## src/rtl/tinyrv_pkg.sv

```systemverilog
// rtl/tinyrv_pkg.sv - shared register-file widths and types
package tinyrv_pkg;
  localparam int XLEN   = 16;
  localparam int NREG   = 8;
  localparam int REG_AW = $clog2(NREG);

  typedef logic [REG_AW-1:0] reg_idx_t;
  typedef logic [XLEN-1:0]   word_t;
endpackage

```

## src/rtl/rr_arb2.sv

```systemverilog
// rtl/rr_arb2.sv - two-requester round-robin arbiter, one-hot grant
module rr_arb2 (
  input  logic       clk,
  input  logic       rst_n,
  input  logic [1:0] req,
  output logic [1:0] gnt
);
  logic pref_q, pref_d;

  always_comb begin
    gnt = req;
    if (req == 2'b11) gnt = pref_q ? 2'b10 : 2'b01;
  end

  // The winner yields priority to the other requester next time.
  always_comb begin
    pref_d = pref_q;
    if (gnt != 2'b00) pref_d = gnt[0];
  end

  always_ff @(posedge clk or negedge rst_n) begin
    if (!rst_n) pref_q <= 1'b0;
    else        pref_q <= pref_d;
  end
endmodule

```

## src/rtl/regfile_wb_sched.sv

```systemverilog
// rtl/regfile_wb_sched.sv - writeback arbitration, output stage and busy scoreboard
module regfile_wb_sched
  import tinyrv_pkg::*;
(
  input  logic            clk,
  input  logic            rst_n,
  input  logic            iss_valid,
  input  reg_idx_t        iss_rd,
  input  reg_idx_t        iss_rs1,
  input  reg_idx_t        iss_rs2,
  output logic            iss_hazard,
  input  logic            alu_valid,
  input  reg_idx_t        alu_rd,
  input  word_t           alu_dat,
  output logic            alu_ready,
  input  logic            lsu_valid,
  input  reg_idx_t        lsu_rd,
  input  word_t           lsu_dat,
  output logic            lsu_ready,
  output reg_idx_t        rf_tgt,
  output word_t           rf_tgt_dat,
  output logic [NREG-1:0] busy
);
  logic [NREG-1:0] busy_q, busy_d;
  reg_idx_t        tgt_q, tgt_d;
  word_t           dat_q, dat_d;
  logic [1:0]      gnt;
  logic            iss_accept;

  rr_arb2 u_arb (
    .clk   (clk),
    .rst_n (rst_n),
    .req   ({lsu_valid, alu_valid}),
    .gnt   (gnt)
  );

  assign alu_ready  = gnt[0];
  assign lsu_ready  = gnt[1];
  assign iss_hazard = iss_valid & (busy_q[iss_rs1] | busy_q[iss_rs2] | busy_q[iss_rd]);
  assign iss_accept = iss_valid & ~iss_hazard;

  // Idle cycles target x0 so the unconditional register-file write is harmless.
  always_comb begin
    tgt_d = '0;
    dat_d = '0;
    if (gnt[0]) begin
      tgt_d = alu_rd;
      dat_d = alu_dat;
    end else if (gnt[1]) begin
      tgt_d = lsu_rd;
      dat_d = lsu_dat;
    end
  end

  // Clear and set never hit the same bit: issue requires the rd bit to be idle.
  always_comb begin
    busy_d         = busy_q;
    busy_d[tgt_q]  = 1'b0;
    if (iss_accept && iss_rd != '0) busy_d[iss_rd] = 1'b1;
    busy_d[0]      = 1'b0;
  end

  always_ff @(posedge clk or negedge rst_n) begin
    if (!rst_n) begin
      busy_q <= '0;
      tgt_q  <= '0;
      dat_q  <= '0;
    end else begin
      busy_q <= busy_d;
      tgt_q  <= tgt_d;
      dat_q  <= dat_d;
    end
  end

  assign rf_tgt     = tgt_q;
  assign rf_tgt_dat = dat_q;
  assign busy       = busy_q;
endmodule

```

## config.mk

```make
export PLATFORM = sky130hd
export DESIGN_NAME = regfile_wb_sched
export DESIGN_NICKNAME = d
export VERILOG_FILES = /design/src/rtl/tinyrv_pkg.sv /design/src/rtl/rr_arb2.sv /design/src/rtl/regfile_wb_sched.sv
export SDC_FILE = /design/constraint.sdc
export NUM_CORES = 1
export LEC_CHECK = 0
export ABC_AREA = 0
export CELL_PAD_IN_SITES_DETAIL_PLACEMENT = 1
export CELL_PAD_IN_SITES_GLOBAL_PLACEMENT = 1
export CORE_MARGIN = 5
export CORE_UTILIZATION = 24
export DETAILED_ROUTE_END_ITERATION = 6
export PLACE_DENSITY_LB_ADDON = 0.3
export REMOVE_ABC_BUFFERS = 1
export SYNTH_ARGS = -nofsm -noshare
export SYNTH_HDL_FRONTEND = slang
export SYNTH_SLANG_ARGS = --single-unit
```

## constraint.sdc

```tcl
create_clock -name clk -period 1.5 [get_ports clk]
set_clock_uncertainty 0.2 [all_clocks]
set_input_delay 0.225 -clock clk [delete_from_list [all_inputs] [get_ports clk]]
set_output_delay 0.225 -clock clk [all_outputs]
set_load 0.05 [all_outputs]
```

==> metrics, run 1 <==
gpl congestion=0.869; Max clock buf depth=2; multiplexer share of the synthesized area=0.0807; Die H=83.2 µm; clock buffer count from CTS=3; max-cap violations=0; post-synthesis cell count=107; Avg Cell Area, Syn=between 10 and 15 µm²; initial core utilization=0.249; Clock transition at path regs=around 0.090 ns; layout cells sized above 1=0.416; via/cell ratio=4.66; antenna-violating nets left=0; Finished Cell Area=2890 µm²; Post-Syn Area=1290 µm²; Skew-Pair Late Insertion Delay=0.27 ns; crit share post-route=1.47; synth warn=0; initial antenna violation count=0; Seq cells post-synth=27; full die area=6920 µm²; Routed WL=5.32 mm; # IOs=82; ys flop type=dfrtp_1; gr ovfl total=0; PwrDens=1160 nW/µm²; minimum clock period=2.20 ns; Adder-Cell Fraction of Synth Area=0; Crit. End Element=output port; Area Growth Syn to Fin=124%; Area after DPL=2620 µm²; Post-Synth XOR/XNOR Area=0; # DRC=0; EDFF count, synth=0; vias in the first global route=1613; Layout fillers=between 500 and 600; largest net degree at the start of global routing=28; violated checks=setup timing; fmax=roughly 450 MHz; Post-Place Worst Slack=-1.00 ns; pins over their slew limit=0; Total Routing Usage GR=0.148; run status=finished with violations; CTS sink cnt=27; I/O Buffers=80; ANT cells=0; first-pass GRT wire length=8.20 mm; commonest non-fill, non-tap cell in the layout=clkdlybuf4s50_1; Compound-Gate Fraction of Synth Area=0.269; async set-reset flop share out of synthesis=1.00; # setup viols final=10; largest family of logic cells by synthesized area=compound AO/OA/AOI/OAI gates; # hold bufs at CTS=0; Peak VDD IR=about 0.56 mV; CTS tree=done; Yosys cell types=32; simple-gate share of the synthesized area=0.0807; Leakage=1.30 nW; Final HPWL DP=approximately 4 mm; Die Span X=between 80 and 90 µm; crit path max fanout=5; register area share after synthesis=0.525; Final nets=about 270; RSZ-0062 raised after global routing=yes; Worst Hold Class=in -> async; post-DR wirelength/cell=about 18 µm; Core ar.=5170 µm²; commonest non-fill, non-tap cells in the layout=clkdlybuf4s50_1, buf_12, buf_4; Setup WS post-layout=-0.702 ns; H-tree levels=1; Setup Crit Path Kind=reg -> out; initial DRC count=35; CP arrival=~1.8 ns; Core Rows=26; Worst Path Required=around 1.1 ns; hold violation count in the final report=0; Root Driver=clkbuf_8; via count=1348; Worst setup SP type=register; Pre-Repair DR Iteration Count=2
-- power by group --
part           switching [mW]  internal (mW)  total, mW
Clock                   0.237          0.189      0.426
Sequential              0.137          0.844      0.980
Combinational           0.905           1.04       1.94
Total                    1.28           2.07       3.35
-- through the flow --
| step | util | total power, mW | TNS (ns) | hold slack, ns | cells |
|---|---|---|---|---|---|
| after floorplan | - | 1.65 | -35.57 | -0.271 | 101 |
| after global placement | 0.507 | 2.64 | -8.80 | 0.332 | 273 |
| after detailed placement | 0.507 | 2.70 | -10.45 | 0.359 | 273 |
| after CTS | 0.548 | 3.29 | -3.57 | 0.112 | 286 |
| after global routing | 0.558 | 3.50 | -4.43 | 0.111 | 289 |
| final | 0.558 | 3.35 | -3.52 | 0.107 | 289 |
-- logic make-up (layout without fill, tap and decap cells) --
group                  Yosys count  in the layout
flip-flops                      27             27
other                            1              1
AO/OA/AOI/OAI                   42             42
buffers and inverters           11            123
multiplexers                     8              8
AND/OR/NAND/NOR                 18             18
-- cells in the mapped netlist (2+ instances only) --
cell type	n	area, µm²
inv_1	5	18.8
nand3_1	2	10.0
o41ai_1	6	52.6
nand2_1	6	22.5
a22o_1	19	166
nor2b_1	2	12.5
mux2_2	4	45.0
dfrtp_1	27	676
a221oi_2	2	30.0
nand3b_1	2	15.0
clkbuf_1	4	15.0
o31ai_1	2	15.0
o21ai_0	7	35.0
-- worst max-delay path, stage by stage (launching register included) --
cell and delay [ns]:
dfrtp_1 0.44, mux4_2 0.48, nand2_1 0.07, o21ai_1 0.11, o21a_1 0.25, buf_12 0.16
-- what timing repair did --
item / in CTS / in global routing
resized for setup: 23 / 10
endpoints found under the setup margin: 10 / 30
pin swaps: 11 / 10
endpoints found under the hold margin: 0 / 0
cloned: 1 / 0
buffers inserted: 9 / 5
-- layer usage --
| metal | GRT usage | part of all wire |
|---|---|---|
| met3 | 0.0505 | 0.093 |
| met2 | 0.271 | 0.54 |
| met1 | 0.152 | 0.35 |
| met4 | 0.0609 | 0.019 |
| met5 | 0 | 0 |
-- sequential cells by signal (all words and copies together), names as in the netlist --
register      flops
busy              7
rf_tgt_dat       16
rf_tgt            3
u_arb.pref_q      1
-- cell type report --
class / instances / area, µm² / area share
Sequential cell: 27 / 678 / 0.235
Tap cell: 70 / 87.6 / 0.0304
Timing Repair Buffer: 114 / 1380 / 0.479
Clock inverter: 1 / 7.51 / 0.00260
Multi-Input combinational cell: 69 / 669 / 0.232
Clock buffer: 3 / 41.3 / 0.0143
Inverter: 5 / 18.8 / 0.00650
-- final timing paths --
check / startpoint / slack [ns] / cells past startpoint / to
min in group clk: lsu_valid / 0.13 / 2 / u_arb.pref_q$_DFFE_PN0P_
worst max-delay path: busy[7]$_DFF_PN0_ / -0.70 / 5 / iss_hazard
max in group asynchronous: rst_n / 0.83 / 2 / busy[2]$_DFF_PN0_
worst min register to register: u_arb.pref_q$_DFFE_PN0P_ / 0.39 / 2 / u_arb.pref_q$_DFFE_PN0P_
worst max register to register: busy[1]$_DFF_PN0_ / -0.42 / 6 / busy[4]$_DFF_PN0_
worst min-delay path: rst_n / 0.11 / 2 / u_arb.pref_q$_DFFE_PN0P_
No activity file was read; power rests on OpenSTA's default activity.
==> run 2, diff against run 1 <==
--- a/config.mk
+++ b/config.mk
@@ -11,6 +11,7 @@
 export CORE_MARGIN = 5
 export CORE_UTILIZATION = 24
 export DETAILED_ROUTE_END_ITERATION = 6
+export GPL_TIMING_DRIVEN = 0
 export PLACE_DENSITY_LB_ADDON = 0.3
 export REMOVE_ABC_BUFFERS = 1
 export SYNTH_ARGS = -nofsm -noshare
==> metrics, run 2 (synthesized netlist as in run 1, its figures left out) <==
commonest non-fill, non-tap cells in the layout=clkdlybuf4s50_1, dfrtp_1, buf_4; commonest non-fill, non-tap cell in the layout=clkdlybuf4s50_1; Setup Crit Path Kind=reg -> out; initial antenna violation count=0 (unchanged); ANT cells=0 (unchanged); Peak VDD IR=0.514 mV (-8.0%); H-tree levels=1 (unchanged); via/cell ratio=4.76 (+2.0%); Final nets=265 (-2.6%); Die H=83.2 µm (unchanged); antenna-violating nets left=0 (unchanged); Layout fillers=528 (+5.0%); gpl congestion=0.817 (-6.1%); # IOs=82 (unchanged); # DRC=0 (unchanged); relative slew slack=0.560; Root Driver=clkbuf_8; worst path bufs/invs=1 (unchanged); violated checks=setup timing; Cells after DPL=252 (-7.7%); RSZ-0062 raised after global routing=yes; # setup viols final=11 (+1); Core ar.=5170 µm² (unchanged); worst slew pin tran=0.660 ns; Final HPWL DP=3.51 mm (-12%); via count=1341 (-0.52%); Pre-Repair DR Iteration Count=4 (+2); gr ovfl total=0 (unchanged); Area after DPL=2150 µm² (-18%); Worst Path Required=1.07 ns (about the same); crit share post-route=1.44 (-0.0264); Routed WL=5.28 mm (-0.70%); clock buffer count from CTS=3 (unchanged); I/O Buffers=80 (unchanged); Critical Path Max Stage Delay=0.44 ns (-0.04 ns); post-DR wirelength/cell=18.7 µm (+1.8%); Crit. End Element=output port; Setup WS post-layout=-0.663 ns (+0.0395 ns); Clock transition at path regs=0.09 ns (about the same); CP arrival=1.74 ns (-0.04 ns); Skew-Pair Late Insertion Delay=0.27 ns (about the same); Max clock buf depth=2 (unchanged); CTS tree=done; minimum clock period=2.16 ns (-0.0395 ns); cell family with most CP delay=compound AO/OA/AOI/OAI gates; Core Rows=26 (unchanged); initial DRC count=26 (-26%); Largest register FFs=16 (unchanged); layout cells sized above 1=0.425 (+0.00900); full die area=6920 µm² (unchanged); PwrDens=1190 nW/µm² (+2.8%); CP max-delay cell=dfrtp_2; run status=finished with violations; CTS sink cnt=27 (unchanged); crit path max fanout=3 (-2); max-cap violations=0 (unchanged); Area Growth Syn to Fin=105%; first-pass GRT wire length=7.75 mm (-5.6%); largest net degree at the start of global routing=28 (unchanged); initial core utilization=0.249 (unchanged); crit path cell chain=mux2_4, a221oi_4, o32ai_4, o21a_1, buf_6; hold violation count in the final report=0 (unchanged); vias in the first global route=1483 (-8.1%); Post-Layout Cell Count=282 (-2.4%); pins over their slew limit=0 (unchanged); Leakage=1.21 nW (-6.9%); Worst Hold Class=in -> reg; Worst setup SP type=register; Die Span X=83.2 µm (unchanged); setup tns final=-4.43 ns (-0.907 ns); fmax=462 MHz (+1.8%); Finished Cell Area=2640 µm² (-8.5%); Total Routing Usage GR=0.138 (-0.00945)
==> run 2: layout make-up <==
cell class / count / area, µm² / share of cell area
Inverter: 5 / 18.8 / 0.00711
Sequential cell: 27 / 681 / 0.258
Tap cell: 70 / 87.6 / 0.0332
Clock buffer: 4 / 45.0 / 0.0171
Timing Repair Buffer: 106 / 1030 / 0.389
Multi-Input combinational cell: 70 / 782 / 0.296
==> run 2: timing repair <==
action                                  CTS  global route
resized for setup                       146            42
endpoints found under the setup margin   82            19
pin swaps                                 6            10
gates cloned                              1             0
endpoints found under the hold margin     0            27
hold buffers                              0             1
setup buffers                            12            13
==> run 2: report_power, final <==
part / internal (mW) / leakage, nW / switching, mW
clock: 0.190 / 0.0228 / 0.213
sequential: 0.846 / 0.334 / 0.102
combinational: 0.828 / 0.849 / 0.972
total: 1.86 / 1.21 / 1.29
==> run 2: worst paths after layout <==
kind | from | end | slack (ns) | cells after the start
max | busy[1]$_DFF_PN0_ | iss_hazard | -0.66 | 5
min | iss_rd[1] | busy[5]$_DFF_PN0_ | 0.23 | 2
max reg2reg | busy[1]$_DFF_PN0_ | busy[4]$_DFF_PN0_ | -0.55 | 7
min reg2reg | busy[3]$_DFF_PN0_ | busy[3]$_DFF_PN0_ | 0.45 | 2
max in group asynchronous | rst_n | busy[1]$_DFF_PN0_ | 0.32 | 2
min in group asynchronous | rst_n | u_arb.pref_q$_DFFE_PN0P_ | 0.31 | 2
==> run 2: per-stage QoR <==
step	hold slack, ns	worst slack [ns]	power [mW]	utilization
4_1_cts	0.159	-0.682	2.73	0.459
5_1_grt	0.230	-0.730	3.30	0.511
3_3_place_gp	0.326	-2.22	2.15	0.414
3_5_place_dp	0.350	-1.79	2.19	0.415
6_report	0.226	-0.663	3.15	0.511
2_1_floorplan	-0.271	-1.59	1.65	-
==> run 2: metal layers <==
metal,GRT usage,up-vias,part of all wire
met5,0,-,0
met4,0.0357,0,0.016
met3,0.0535,6,0.095
met2,0.238,68,0.52
met1,0.160,648,0.36
li1,-,619,-
